### config.mk
export PLATFORM = sky130hd
export DESIGN_NAME = path_transition_ctrl_flat
export DESIGN_NICKNAME = d
export VERILOG_FILES = /design/src/rtl/path_transition_ctrl_pkg.sv /design/src/rtl/path_transition_ctrl_if.sv /design/src/rtl/path_transition_ctrl_sat_counter.sv /design/src/rtl/path_transition_ctrl.sv /design/src/flat_wrapper.sv
export SDC_FILE = /design/constraint.sdc
export NUM_CORES = 1
export LEC_CHECK = 0
export ABC_AREA = 0
export CAP_MARGIN = 20
export CORE_ASPECT_RATIO = 0.9
export CORE_MARGIN = 1.5
export CORE_UTILIZATION = 33
export DETAILED_ROUTE_END_ITERATION = 10
export GPL_TIMING_DRIVEN = 1
export MAX_ROUTING_LAYER = met4
export SLEW_MARGIN = 20
export SYNTH_ARGS = -nofsm -noshare
export SYNTH_HDL_FRONTEND = slang
export SYNTH_SLANG_ARGS = --single-unit
### constraint.sdc
create_clock -name clk -period 3 [get_ports clk]
set_input_delay 0.45 -clock clk [delete_from_list [all_inputs] [get_ports clk]]
set_output_delay 0.45 -clock clk [all_outputs]
set_load 0.01 [all_outputs]
### src/rtl/path_transition_ctrl_pkg.sv
// path_test_pkg: shared state encoding, mode codes and width helper for path_transition_ctrl.
package path_test_pkg;
  typedef enum logic [2:0] {IDLE, SETTLE, LAUNCH, CAPTURE, NEXT, DONE} stateT;
  localparam logic [1:0] MODE_RISE = 2'd0;
  localparam logic [1:0] MODE_FALL = 2'd1;
  localparam logic [1:0] MODE_BOTH = 2'd2;
  function automatic int clogMin1(input int n);
    return (n > 1) ? $clog2(n) : 1;
  endfunction
endpackage

### src/rtl/path_transition_ctrl_if.sv
// path_transition_ctrl_if: control, path fabric and result signals of the transition sequencer.
interface path_transition_ctrl_if #(parameter int NUM_PATHS = 4, parameter int CNT_W = 8);
  import path_test_pkg::*;
  localparam int SEL_W = clogMin1(NUM_PATHS);
  logic start;
  logic [1:0] mode;
  logic [NUM_PATHS-1:0] path_input;
  logic [NUM_PATHS-1:0] path_result;
  logic [SEL_W-1:0] path_sel;
  logic ld_reg;
  logic busy;
  logic fin;
  logic [NUM_PATHS-1:0] fail_mask;
  logic [NUM_PATHS*CNT_W-1:0] fail_cnt;
  modport master (output start, mode, path_result, input path_input, path_sel, ld_reg, busy, fin, fail_mask, fail_cnt);
  modport slave (input start, mode, path_result, output path_input, path_sel, ld_reg, busy, fin, fail_mask, fail_cnt);
endinterface

### src/rtl/path_transition_ctrl_sat_counter.sv
// sat_counter: clearable up-counter that sticks at its all-ones value.
module sat_counter #(parameter int W = 8) (
  input  logic clk,
  input  logic rst_n,
  input  logic clr,
  input  logic en,
  output logic [W-1:0] cnt
);
  always_ff @(posedge clk or negedge rst_n)
    if (!rst_n) cnt <= '0;
    else if (clr) cnt <= '0;
    else if (en && !(&cnt)) cnt <= cnt + 1'b1;
endmodule

### src/rtl/path_transition_ctrl.sv
// path_transition_ctrl: settle/launch/capture sequencer counting per-path transition fails.
// Define PRECHECK_EN to also check the settled value on the last SETTLE cycle.
module path_transition_ctrl import path_test_pkg::*; #(
  parameter int NUM_PATHS = 4,
  parameter int SETTLE_CYCLES = 2,
  parameter int REPEAT = 8,
  parameter int CNT_W = 8
) (
  input logic clk,
  input logic rst_n,
  path_transition_ctrl_if.slave bus
);
  localparam int SEL_W = clogMin1(NUM_PATHS);
  localparam int REP_W = clogMin1(REPEAT);
  localparam int SET_W = clogMin1(SETTLE_CYCLES);
  localparam logic [SEL_W-1:0] PATH_LAST = SEL_W'(NUM_PATHS - 1);
  localparam logic [REP_W-1:0] REP_LAST = REP_W'(REPEAT - 1);
  localparam logic [SET_W-1:0] SET_LAST = SET_W'(SETTLE_CYCLES - 1);
  stateT state;
  logic [SEL_W-1:0] path;
  logic [REP_W-1:0] rep;
  logic [SET_W-1:0] settleCnt;
  logic [1:0] modeQ;
  logic fallEdge;
  logic [NUM_PATHS-1:0] pathIn, mask;
  logic ld, busyQ, finQ, capFail, preFail, failHit, clr;
  function automatic logic [NUM_PATHS-1:0] drive(input logic [SEL_W-1:0] idx, input logic v);
    return NUM_PATHS'(v) << idx;
  endfunction
  // fallEdge doubles as the settle value; the launched value is its complement
  assign capFail = (state == CAPTURE) && (bus.path_result[path] !== ~fallEdge);
`ifdef PRECHECK_EN
  assign preFail = (state == SETTLE) && (settleCnt == SET_LAST) && (bus.path_result[path] !== fallEdge);
`else
  assign preFail = 1'b0;
`endif
  assign failHit = capFail || preFail;
  assign clr = (state == IDLE) && bus.start;
  always_ff @(posedge clk or negedge rst_n)
    if (!rst_n) begin
      state <= IDLE;
      path <= '0;
      rep <= '0;
      settleCnt <= '0;
      modeQ <= MODE_RISE;
      fallEdge <= 1'b0;
      pathIn <= '0;
      mask <= '0;
      ld <= 1'b0;
      busyQ <= 1'b0;
      finQ <= 1'b0;
    end else begin
      ld <= 1'b0;
      finQ <= 1'b0;
      if (clr) mask <= '0;
      else if (failHit) mask[path] <= 1'b1;
      case (state)
        IDLE: if (bus.start) begin
          modeQ <= (bus.mode == 2'd3) ? MODE_RISE : bus.mode;
          fallEdge <= bus.mode == MODE_FALL;
          path <= '0;
          rep <= '0;
          settleCnt <= '0;
          pathIn <= drive('0, bus.mode == MODE_FALL);
          busyQ <= 1'b1;
          state <= SETTLE;
        end
        SETTLE: if (settleCnt == SET_LAST) begin
          settleCnt <= '0;
          pathIn <= drive(path, ~fallEdge);
          state <= LAUNCH;
        end else settleCnt <= settleCnt + 1'b1;
        LAUNCH: begin
          ld <= 1'b1;
          state <= CAPTURE;
        end
        CAPTURE: state <= NEXT;
        NEXT: if (rep != REP_LAST) begin
          rep <= rep + 1'b1;
          pathIn <= drive(path, fallEdge);
          state <= SETTLE;
        end else if (modeQ == MODE_BOTH && !fallEdge) begin
          rep <= '0;
          fallEdge <= 1'b1;
          pathIn <= drive(path, 1'b1);
          state <= SETTLE;
        end else if (path != PATH_LAST) begin
          path <= path + 1'b1;
          rep <= '0;
          fallEdge <= modeQ == MODE_FALL;
          pathIn <= drive(path + 1'b1, modeQ == MODE_FALL);
          state <= SETTLE;
        end else begin
          path <= '0;
          rep <= '0;
          pathIn <= '0;
          busyQ <= 1'b0;
          finQ <= 1'b1;
          state <= DONE;
        end
        DONE: state <= IDLE;
        default: state <= IDLE;
      endcase
    end
  for (genvar i = 0; i < NUM_PATHS; i++) begin : g_cnt
    sat_counter #(.W(CNT_W)) u_cnt (
      .clk(clk),
      .rst_n(rst_n),
      .clr(clr),
      .en(failHit && (path == SEL_W'(i))),
      .cnt(bus.fail_cnt[i*CNT_W +: CNT_W])
    );
  end
  assign bus.path_input = pathIn;
  assign bus.path_sel = path;
  assign bus.ld_reg = ld;
  assign bus.busy = busyQ;
  assign bus.fin = finQ;
  assign bus.fail_mask = mask;
endmodule

### src/flat_wrapper.sv
// flat-port wrapper written by rule: the top's interface ports become plain ports
module path_transition_ctrl_flat import path_test_pkg::*;
#(
  parameter int NUM_PATHS = 4,
  parameter int SETTLE_CYCLES = 2,
  parameter int REPEAT = 8,
  parameter int CNT_W = 8
)
  (clk, rst_n, bus_start, bus_mode, bus_path_result, bus_path_input, bus_path_sel, bus_ld_reg, bus_busy, bus_fin, bus_fail_mask, bus_fail_cnt);
  path_transition_ctrl_if #(.NUM_PATHS(NUM_PATHS), .CNT_W(CNT_W)) bus_i ();
  input logic clk;
  input logic rst_n;
  input wire logic [$bits(bus_i.start)-1:0] bus_start;
  input wire logic [$bits(bus_i.mode)-1:0] bus_mode;
  input wire logic [$bits(bus_i.path_result)-1:0] bus_path_result;
  output wire logic [$bits(bus_i.path_input)-1:0] bus_path_input;
  output wire logic [$bits(bus_i.path_sel)-1:0] bus_path_sel;
  output wire logic [$bits(bus_i.ld_reg)-1:0] bus_ld_reg;
  output wire logic [$bits(bus_i.busy)-1:0] bus_busy;
  output wire logic [$bits(bus_i.fin)-1:0] bus_fin;
  output wire logic [$bits(bus_i.fail_mask)-1:0] bus_fail_mask;
  output wire logic [$bits(bus_i.fail_cnt)-1:0] bus_fail_cnt;
  assign bus_i.start = bus_start;
  assign bus_i.mode = bus_mode;
  assign bus_i.path_result = bus_path_result;
  assign bus_path_input = bus_i.path_input;
  assign bus_path_sel = bus_i.path_sel;
  assign bus_ld_reg = bus_i.ld_reg;
  assign bus_busy = bus_i.busy;
  assign bus_fin = bus_i.fin;
  assign bus_fail_mask = bus_i.fail_mask;
  assign bus_fail_cnt = bus_i.fail_cnt;
  path_transition_ctrl #(.NUM_PATHS(NUM_PATHS), .SETTLE_CYCLES(SETTLE_CYCLES), .REPEAT(REPEAT), .CNT_W(CNT_W)) u_core (.clk(clk), .rst_n(rst_n), .bus(bus_i));
endmodule
### After elaboration in Yosys (flattened, before gate mapping)

Index checks and enable logic that the tools add are counted.
Widths: inputs -> output; s select.

* add/subtract/negate cells: 7
* equality and inequality tests: 20
* shifts and indexed selects: 4
* bitwise logic cells: 2
* reductions and logical operators: 39
* $lt $le $gt $ge: 2
* multiplexer cells: 53

Operator list (number)
* $mux 8: 8
* $add 8x1->8 const B: 4
* $reduce_and 8->1: 4
* $mux 4: 7
* $mux 3: 7
* $mux 1: 17
* $pmux 3 s5: 1
* $reduce_bool 2->1: 7
* $logic_and 1x1->1: 12
* $pmux 4 s3: 1
* $shl 1x2->4: 3
* $mux 2: 5
* $ne 2x2->1 const B: 5
* $eq 2x2->1 const B: 4
* $reduce_and 2->1: 4
* $reduce_and 4->1: 2
* $eq 2x1->1 const B: 3
* $eq 3x2->1 const B: 2
* $pmux 1 s2: 3
* $pmux 3 s2: 1
* $logic_not 1->1: 5
* $reduce_and 5->1: 1
* $or 4x4->4: 1
* $pmux 2 s2: 1
* other kinds (19): 19

* input bits: 9
* output and inout port bits: 45
* flip-flop bits (word level): 55
* word-level logic and storage cells: 142

### Longest topological paths before layout

Gate-level depths: netlist of the first run.

* depth in word-level cells: 8
* mapped depth: 6
* depth with buffers taken out: 6

### Hierarchy

Synthesis of the first run repeated with hierarchy kept, for this count alone.

* cells, all modules: 317
* area total of the unflattened synthesis: 3328.2 µm²

Modules (own cells, without submodules)
* sat_counter: area an instance 505.5 µm², instances 4, cells each 47, seq. area each 200.2 µm²
* path_transition_ctrl: area an instance 1306.3 µm², instances 1, cells each 129, seq. area each 575.6 µm²

### Worst setup path after synthesis of the first run

No wires, ideal clock.

* kind: register to register
* start point: register u_core.path[0] (netlist: u_core.bus.path_sel[0])
* end point: register u_core.g_cnt[1].u_cnt.cnt[5]
* library setup time: 0.125 ns
* stages on the path, launching flop included: 6
* required time: 2.875 ns
* path buffers: 1
* arrival: 2.084 ns
* path slack: 0.792 ns
* clock period less this slack: 2.208 ns
* path through: dfrtp_1 -> mux4_2 -> xor2_2 -> buf_6 -> nor4_1 -> mux2_2

* longest elaborated chain between the ends: 7
* elaborated cells on any way between the ends: 8
* those cells by class: 2 x eq/ne; 2 x mux; 4 x reduce/logical

RTL lines
* start, declared: line path_transition_ctrl.sv:20 `logic [SEL_W-1:0] path;`
* start signal, assigned: line path_transition_ctrl.sv:88 `path <= path + 1'b1;`
* $bmux 1 s2: line path_transition_ctrl.sv:31 `assign capFail = (state == CAPTURE) && (bus.path_result[path] !== ~fallEdge);`
* $mux 1 (not written as such): line path_transition_ctrl.sv:31
* $nex 1x1->1: line path_transition_ctrl.sv:31
* $logic_and 1x1->1: line path_transition_ctrl.sv:31
* $logic_and 1x1->1 *: line path_transition_ctrl.sv:110 `.en(failHit && (path == SEL_W'(i))),`
* $logic_and 1x1->1 *: line path_transition_ctrl_sat_counter.sv:12 `else if (en && !(&cnt)) cnt <= cnt + 1'b1;`
* $reduce_bool 2->1 (no line) *
* end signal, assigned: line path_transition_ctrl_sat_counter.sv:12
* end, declared: line path_transition_ctrl_sat_counter.sv:7 `output logic [W-1:0] cnt`

Mark *: on every way between the ends. The rest lies on a longest branch, timed or not. The select of a mux whose other input is x is not followed.
A chain may end at the register's enable or synchronous reset.

### Worst setup path in the final report of the first run

* start point: register u_core.path[0] (netlist: u_core.bus.path_sel[0])
* end point: register u_core.g_cnt[1].u_cnt.cnt[4]

Same word-level chain as after synthesis.

==> results.toml, run 1 <==
[status]
outcome = "finished, final reports clean"

[global_routing]
grt_max_degree = 47
antenna_found_initial = 0
gr-max-usage-layer = "met2"
gr-total-overflow = 0
grt_use_met3 = 0.02774
grtUsageMet1 = 0.2237
grtUsageTotal = 0.1613
grt_pass1_wl_um = 12400
met2_usage = 0.2467
grt_pass1_vias = 2462

[yosys]
netlist_instances = 313
synth_area_leaders = "dfrtp_1, mux2i_1, nand2_1"
synth_edf_count = 0
netlist.area_leader.share = 0.4508
syn_area_um2 = 3053
synth_top_area_cell = "dfrtp_1"
yosysWarnings = 0
ys_seq_elements = 55
avgSynthCellArea_um2 = 9.754
synth-seq-area-share = 0.4508
netlist-cell-type-count = 48
synth_top_flop_cell = "dfrtp_1"
syn-num-nets = 332
ys_async_sr_fraction = 1.000

[detailed_routing]
routed_wl_um = 7581
via_per_inst = 5.481
vias = 2680
drt-wirelength-per-cell_um = 15.50
drc = 0
ant_nets = 0
first_pass_iters = 4
drt_iter0_markers = 167

[cts]
cts_tree = "built"
clock_path_buffers = 2
cts_root_buf = "clkbuf_8"
cts_made_buffers = 5
postCtsSetupBuffers = 0
clk_latency_ps = 310
clk_pin_slew_worst_paths_ps = 100
clock-sinks = 55
htree_num_levels = 2
cts-hold-fix-buffers = 0
ctsResizeCount = 0

[final_layout]
largest_reg_flops = 32
n_fill_cell = 871
regArea_um2 = 1376
syn2layout_area_growth_pct = 26.31
drive_gt1_frac = 0.06812
postLayoutCellArea_um2 = 3856
antenna_cells = 0
largest-register = "u_core.g_cnt.u_cnt.cnt"
nets = 386
multiInputGateArea_um2 = 1578

[pwr]
combPwrFrac = 0.418
p_clk_frac = 0.189
swShare = 0.3851
ir_drop_mv = 0.3566
power_density_nw_per_um2 = 665.5
seq_power_share = 0.393
p_int_mw = 1.578
p_total_mw = 2.566
p_leak_nw = 1.522
netSwitchingPower_uw = 988.2

[sta]
rsz0062_at_grt = "false"
max_freq_ghz = 0.4248
finalHoldViolations = 0
finalClockSkew_ps = 9.747
fin_setup_tns_ps = 0
period_share = 0.7846
period_minus_slack_ps = 2354
relSlewSlack = 0.5257
holdWs_ps = 34.02
finalSetupViolations = 0
tightest_slew_ps = 708.4
fin_ws_ps = 646.2
slew_viol_final = 0

[worst_setup_path]
end_kind = "flip-flop"
cp.depth = 5
path_cells = "mux4_2 -> xor2_2 -> buf_12 -> or4_1 -> mux2i_1"
cp_max_fo = 46
critPathLaunchType = "flip-flop"
cp_num_buf_inv = 1
cp.required_ps = 3190
critPathSlowestCell = "mux4_2"
max_stage_delay_ps = 610
arrival_ps = 2550
critical_path_class = "flip-flop to flip-flop"
rr_worst_depth = 5
crit_family = "multiplexers"

[die]
start_util = 0.3376
die-area_um2 = 9838
core_um2 = 9042
fp.dieH_um = 94.25
dieWidth_um = 104.4
ios = 54
num_rows = 33

[place]
placed_cell_area_um2 = 3754
port_buffers = 53
hpwlAfterDp_um = 5257
place.gp.congestion = 0.8600
post-place-ws_ps = 409.1

[flow_run]
cap_viol_max_count = 0

[min_path]
hold_class = "input pin to async pin"
## path summary, 6_finish.rpt
check / from / endpoint / slack [ps]
hold reg to reg: u_core.bus.busy / u_core.bus.busy / 490
max in group asynchronous: rst_n / u_core.rep[1] / 2350
min in group clk: u_core.bus.busy / u_core.bus.busy / 490
setup reg to reg: u_core.bus.path_sel[0] / u_core.g_cnt[1].u_cnt.cnt[4] / 650
setup / recovery: u_core.bus.path_sel[0] / u_core.g_cnt[1].u_cnt.cnt[4] / 650
hold / removal: rst_n / u_core.g_cnt[0].u_cnt.cnt[4] / 30
## metal layers
metal	wire, um	share of wire
met1	3808	0.50
met2	3418	0.45
met3	292	0.039
met4	61	0.0080
met5	0	0
## per-stage QoR
step	std cells	utilization
2_1_floorplan	313	-
3_3_place_gp	482	0.4151
3_5_place_dp	482	0.4151
4_1_cts	489	0.4265
5_1_grt	489	0.4265
6_report	489	0.4265
## placed cells by master (no fill, tap or decap), types with 3 or more instances in the layout
cell | Yosys | final
a21oi_1 | 17 | 17
a31oi_1 | 8 | 8
and4_1 | 4 | 4
buf_4 | 0 | 9
clkbuf_8 | 0 | 5
clkdlybuf4s50_1 | 0 | 52
dfrtp_1 | 55 | 55
ha_1 | 10 | 10
inv_1 | 9 | 9
mux2i_1 | 13 | 13
nand2_1 | 34 | 34
nand2b_1 | 3 | 3
nand3_1 | 11 | 11
nand3b_1 | 5 | 5
nand4_1 | 8 | 8
nor2_1 | 17 | 17
nor3_1 | 4 | 4
nor3b_1 | 5 | 5
nor4_1 | 6 | 6
o2111ai_1 | 3 | 3
o211ai_1 | 5 | 5
o21a_1 | 6 | 6
o21ai_0 | 10 | 10
o31ai_1 | 16 | 16
or3_1 | 4 | 4
or4_1 | 12 | 12
## cell usage after synthesis (2+ instances only)
cell       count
nor4_1         6
o221ai_1       2
and3_1         2
o21ai_0       10
nand4_1        8
or3_1          4
mux2i_1       13
o31a_1         2
o21a_1         6
nor3b_1        5
nand2_1       34
o211ai_1       5
nand2b_1       3
mux2_2         2
dfrtp_1       55
nand3_1       11
o31ai_1       16
or3b_2         2
clkbuf_1      10
nand3b_1       5
a221oi_1       2
a21oi_1       17
buf_2          5
o2111ai_1      3
inv_1          9
a22oi_1        2
ha_1          10
nor4bb_1       2
a31oi_1        8
nor2_1        17
nor2b_1        2
and4_1         4
nor3_1         4
a22o_1         2
or4_1         12
## power by group through the flow
stage | Combinational [mW] | Sequential, mW | Clock (mW)
after floorplan | 0.651 | 1.01 | 0
after global placement | 1.07 | 1.02 | 0
after detailed placement | 1.08 | 1.02 | 0
after CTS | 1.08 | 1.01 | 0.502
after global routing | 1.18 | 1.03 | 0.530
final | 1.07 | 1.01 | 0.486
## layout make-up
cell class	count	area share
clock buffer	6	0.01882
tap	122	0.03958
sequential	55	0.3569
multi-input combinational	233	0.4091
timing repair buffer	63	0.1590
inverter	9	0.008761
clock inverter	1	0.007787
## kinds of logic (layout without fill, tap and decap cells)
| logic type | count (synthesis) | after routing | synth area share |
|---|---|---|---|
| AO/OA/AOI/OAI | 79 | 79 | 0.1746 |
| buffers and inverters | 25 | 79 | 0.03524 |
| multiplexers | 16 | 16 | 0.05737 |
| flip-flops | 55 | 55 | 0.4508 |
| XOR/XNOR | 2 | 2 | 0.008199 |
| adder cells (fa/ha/maj) | 10 | 10 | 0.04098 |
| AND/OR/NAND/NOR | 126 | 126 | 0.2328 |
Power figures use the tool's default switching activity.
==> inputs of run 2 (changes only) <==
==> constraint.sdc (replaced) <==
create_clock -name clk -period 1.9 [get_ports clk]
set_input_delay 0.285 -clock clk [delete_from_list [all_inputs] [get_ports clk]]
set_output_delay 0.285 -clock clk [all_outputs]
set_load 0.01 [all_outputs]
==> run 2 against run 1 <==
Against the previous run:
- via count increased by 6.0%
- clock skew up 4.5 ps
- the run now ends with negative setup slack left
- combinational power grew 130%
- fmax grew 13%
- worst setup slack got worse by 830 ps
- total power increased by 89%
- sequential cell count is the same
==> results.toml, run 2 (synthesis gave the netlist of run 1 again) <==
[detailed_routing]
ant_nets = 0
drt-wirelength-per-cell_um = 16.06
routed_wl_um = 8397
first_pass_iters = 4
drt_iter0_markers = 135
via_per_inst = 5.432
vias = 2841
drc = 0

[place]
hpwlAfterDp_um = 5745
placed_cell_area_um2 = 4015
place.gp.congestion = 0.8566
port_buffers = 53

[status]
outcome = "finished with violations"
violations = "negative setup slack"

[pwr]
netSwitchingPower_mw = 1.865
p_total_mw = 4.856
p_leak_nw = 1.776
seq_power_share = 0.327
p_int_mw = 2.991
p_clk_frac = 0.170
ir_drop_mv = 0.4228
combPwrFrac = 0.503
swShare = 0.3840
power_density_nw_per_um2 = 1110

[die]
start_util = 0.3376
die-area_um2 = 9838
fp.dieH_um = 94.25
core_um2 = 9042
dieWidth_um = 104.4
ios = 54
num_rows = 33

[sta]
relSlewSlack = 0.6283
period_share = 1.097
slew_viol_final = 0
max_freq_ghz = 0.4799
period_minus_slack_ps = 2084
rsz0062_at_grt = "true"
finalHoldViolations = 0
finalSetupViolations = 25
tightest_slew_ps = 556.3
fin_ws_ps = -183.8
finalClockSkew_ps = 14.20

[worst_setup_path]
arrival_ps = 2320
max_stage_delay_ps = 580
critPathLaunchType = "flip-flop"
rr_startpoint = "u_core.bus.path_sel[0]"
critPathLaunch = "u_core.bus.path_sel[0]"
cp_max_fo = 5
cp.required_ps = 2140
end_kind = "flip-flop"
path_cells = "mux4_2 -> xor2_4 -> clkbuf_16 -> or4_1 -> a21oi_1"
critical_path_class = "flip-flop to flip-flop"
critPathSlowestCell = "mux4_2"

[global_routing]
gr-total-overflow = 0
antenna_found_initial = 0
grt_pass1_vias = 2600
grt_max_degree = 56
grt_pass1_wl_um = 13140
grtUsageTotal = 0.1719

[flow_run]
cap_viol_max_count = 0

[cts]
clock-sinks = 55
cts_root_buf = "clkbuf_8"
cts_made_buffers = 5
clk_latency_ps = 320
clk_pin_slew_worst_paths_ps = 110
htree_num_levels = 2
cts_tree = "built"
clock_path_buffers = 2

[final_layout]
post-route-util = 0.4840
layout_commonest_cell = "dfrtp_1"
postLayoutCellArea_um2 = 4377
largest_reg_flops = 32
layout_common_cells = "dfrtp_1, clkdlybuf4s50_1, nand2_1, buf_4"
largest-register = "u_core.g_cnt.u_cnt.cnt"
antenna_cells = 0
syn2layout_area_growth_pct = 43.36
n_fill_cell = 834
drive_gt1_frac = 0.2170
nets = 419

[min_path]
hold_class = "input pin to async pin"
[run 2: metrics by stage]
| step | hold WS, ps | worst slack (ps) | instances | TNS [ps] |
|---|---|---|---|---|
| 6_report | 481.7 | -183.8 | 523 | -2926 |
| 5_1_grt | 522.0 | -216.3 | 523 | -4913 |
| 4_1_cts | 493.6 | -162.6 | 519 | -2445 |
| 3_5_place_dp | 312.4 | -488.2 | 507 | -11780 |
| 3_3_place_gp | 312.9 | -468.5 | 507 | -11360 |
| 2_1_floorplan | -10.59 | -131.7 | 313 | -1425 |
[run 2: per-layer routing]
layer / GRT usage / share of wire / up-vias
met5: - / 0 / -
met4: 0.05324 / 0.011 / 0
met3: 0.02705 / 0.033 / 6
met2: 0.2615 / 0.48 / 61
met1: 0.2359 / 0.48 / 1397
li1: - / - / 1377
[run 2: power groups by stage]
stage | clock [mW] | sequential, mW | combinational [mW]
after detailed placement | 0 | 1.61 | 2.04
final | 0.826 | 1.59 | 2.44
after CTS | 0.846 | 1.58 | 2.13
after floorplan | 0 | 1.60 | 1.08
after global routing | 0.897 | 1.62 | 2.64
after global placement | 0 | 1.60 | 1.98
[run 2: final cells by class]
type,count,area [um^2],area share
clock buffer,5,68.82,0.01572
inverter,9,33.78,0.007719
tap,122,152.6,0.03488
timing repair buffer,96,942.2,0.2153
sequential,55,1378,0.3148
multi-input combinational,233,1754,0.4008
clock inverter,3,47.55,0.01086
[run 2: worst paths after layout]
check / to / slack, ps / cells past startpoint
min in group clk: u_core.bus.busy / 490 / 1
worst max register to register: u_core.g_cnt[2].u_cnt.cnt[5] / -180 / 5
max in group asynchronous: u_core.bus.path_sel[0] / 1130 / 3
worst max-delay path: u_core.g_cnt[2].u_cnt.cnt[5] / -180 / 5
worst min-delay path: u_core.bus.path_input[0] / 480 / 3
worst min register to register: u_core.bus.busy / 490 / 1
[run 2: repair_timing]
action / CTS / global route
hold buffers: 1 / 0
cloned: 0 / 2
gates resized for setup: 6 / 27
pin swaps: 9 / 7
buffers inserted: 3 / 2
setup endpoints to repair: 25 / 38
endpoints found under the hold margin: 55 / 0
[run 2: critical path: cells and delay by family, from the launching register on]
kind | cells | cell delay, ps
xor+xnor | 1 | 230
mux | 1 | 580
compound gates | 1 | 150
simple gates | 1 | 460
flops | 1 | 400
buf+inv | 1 | 200
==> inputs of run 3 (changes only) <==
--- a/config.mk
+++ b/config.mk
@@ -12,7 +12,7 @@
 export CORE_UTILIZATION = 33
 export DETAILED_ROUTE_END_ITERATION = 10
 export GPL_TIMING_DRIVEN = 1
-export MAX_ROUTING_LAYER = met4
+export SETUP_SLACK_MARGIN = 0.5
 export SLEW_MARGIN = 20
 export SYNTH_ARGS = -nofsm -noshare
 export SYNTH_HDL_FRONTEND = slang
==> constraint.sdc (replaced) <==
create_clock -name clk -period 1.76 [get_ports clk]
set_input_delay 0.264 -clock clk [delete_from_list [all_inputs] [get_ports clk]]
set_output_delay 0.264 -clock clk [all_outputs]
set_load 0.01 [all_outputs]
==> run 3 against run 2 <==
Against the previous run:
- the run still ends with negative setup slack left
- non-clock buffer count up 84
- fmax rose by 0.15%
- critical path type unchanged
- highest routed layer unchanged
- largest power group unchanged
- critical endpoint is now u_core.g_cnt[3].u_cnt.cnt[7]
- global-route usage is 2.7 points higher
==> results.toml, run 3 (synthesis gave the netlist of run 1 again) <==
[cts]
cts_root_buf = "clkbuf_8"
htree_num_levels = 2
clock-sinks = 55
cts_tree = "built"
clock_path_buffers = 2
clk_pin_slew_worst_paths_ps = 110
cts_made_buffers = 5
clk_latency_ps = 320

[sta]
relSlewSlack = 0.5452
period_minus_slack_ps = 2081
finalSetupViolations = 40
tightest_slew_ps = 675.1
max_freq_ghz = 0.4806
finalHoldViolations = 0
finalClockSkew_ps = 18.45
slew_viol_final = 0
fin_ws_ps = -320.8
rsz0062_at_grt = "true"
period_share = 1.182

[global_routing]
grtUsageTotal = 0.1991
grt_pass1_vias = 3162
grt_max_degree = 56
antenna_found_initial = 0
gr-total-overflow = 0
grt_pass1_wl_um = 15510

[worst_setup_path]
max_stage_delay_ps = 570
end_kind = "flip-flop"
cp_max_fo = 18
critPathLaunchType = "flip-flop"
crit_family = "multiplexers"
arrival_ps = 2320
critPathSlowestCell = "mux4_2"
path_cells = "mux4_2 -> xor2_4 -> buf_12 -> or4_4 -> a21oi_2"
cp.required_ps = 1990
critical_path_class = "flip-flop to flip-flop"
cp_num_buf_inv = 1
r2r_slack_ps = -320

[die]
core_um2 = 9042
fp.dieH_um = 94.25
die-area_um2 = 9838
start_util = 0.3376
num_rows = 33
dieWidth_um = 104.4
ios = 54

[final_layout]
layout_common_cells = "buf_4, buf_6, dfrtp_1, nand2_1"
largest_reg_flops = 32
stdcell_count = 607
multiInputGateArea_um2 = 1979
antenna_cells = 0
post-route-util = 0.5986
largest-register = "u_core.g_cnt.u_cnt.cnt"
drive_gt1_frac = 0.5093
syn2layout_area_growth_pct = 77.30
regArea_um2 = 1388
nets = 503
layout_commonest_cell = "buf_4"
n_fill_cell = 745

[detailed_routing]
drc = 0
vias = 3235
drt_iter0_markers = 102
first_pass_iters = 4
ant_nets = 0
drt-wirelength-per-cell_um = 16.80
routed_wl_um = 10200
via_per_inst = 5.329

[place]
port_buffers = 53
post-place-ws_ps = -570.1
place.gp.congestion = 0.8897
hpwlAfterDp_um = 5936
numPlacedInstances = 531

[pwr]
p_leak_nw = 2.411
combPwrFrac = 0.591
swShare = 0.3873
p_int_mw = 3.698
netSwitchingPower_mw = 2.337
p_clk_frac = 0.127
power_density_nw_per_um2 = 1115
ir_drop_mv = 0.6804
seq_power_share = 0.282

[status]
violations = "negative setup slack"
outcome = "finished with violations"

[min_path]
hold_class = "input pin to async pin"

[flow_run]
cap_viol_max_count = 0
[run 3: cell count changes in the layout (fill, tap and decap cells not counted), moves of 3 or more]
cell             delta
dfrtp_2             +8
nand2_2             +3
buf_2               +4
buf_6              +59
nand2_1             -4
buf_12              +4
buf_8               +3
buf_4              +44
clkdlybuf4s15_1     +7
a21oi_1             -8
a21oi_2             +8
dfrtp_1             -8
clkbuf_2            +7
clkdlybuf4s50_1    -45
[run 3: routing by layer]
metal	wire, um	track usage	up-vias
met1	4650	0.2552	1586
li1	-	-	1540
met5	0	0	-
met4	230	0.05671	0
met2	4931	0.3487	90
met3	388	0.03051	19
[run 3: power by group through the flow]
stage	clock network (mW)	logic [mW]	registers (mW)
after floorplan	0	1.26	1.74
after global placement	0	2.39	1.71
after detailed placement	0	2.45	1.71
after CTS	0.780	3.03	1.68
after global routing	0.839	3.80	1.73
final	0.767	3.57	1.70
[run 3: metrics by stage]
step / area (um^2) / setup TNS, ps / power [mW] / hold WS, ps
2_1_floorplan: 3202 / -5255 / 3.001 / -31.59
3_3_place_gp: 4273 / -15150 / 4.098 / 287.3
3_5_place_dp: 4273 / -16400 / 4.155 / 291.8
4_1_cts: 4928 / -6912 / 5.490 / 477.0
5_1_grt: 5413 / -10730 / 6.371 / 522.1
6_report: 5413 / -8179 / 6.035 / 463.0
[run 3: final cells by class]
cell class | count | share of cell area
well taps | 122 | 0.02820
clock buffers | 6 | 0.01526
multi-input cells | 233 | 0.3657
clock inverters | 2 | 0.003005
repair buffers | 180 | 0.3252
inverters | 9 | 0.006241
flip-flops and latches | 55 | 0.2564
[run 3: final timing paths]
path                                          start                            to  cells after the start
setup / recovery             u_core.bus.path_sel[0]  u_core.g_cnt[3].u_cnt.cnt[7]                      5
hold reg to reg            u_core.bus.path_input[3]      u_core.bus.path_input[3]                      1
setup reg to reg             u_core.bus.path_sel[0]  u_core.g_cnt[3].u_cnt.cnt[7]                      5
hold / removal                                rst_n                 u_core.rep[1]                      3
min in group clk           u_core.bus.path_input[3]      u_core.bus.path_input[3]                      1
max in group asynchronous                     rst_n  u_core.g_cnt[1].u_cnt.cnt[2]                      3
[run 3: repair_timing]
item / CTS / global route
hold buffers: 1 / 0
hold endpoints to repair: 55 / 0
resized for setup: 192 / 98
setup buffers: 47 / 18
pin swaps: 6 / 18
gates cloned: 2 / 0
setup endpoints to repair: 97 / 94
[run 3: worst reg2reg max path, delay by kind of cell (launching register included)]
family                 cells  cell delay, ps
AO/OA/AOI/OAI              1             150
flip-flops                 1             400
AND/OR/NAND/NOR            1             520
multiplexers               1             570
XOR/XNOR                   1             200
buffers and inverters      1             170
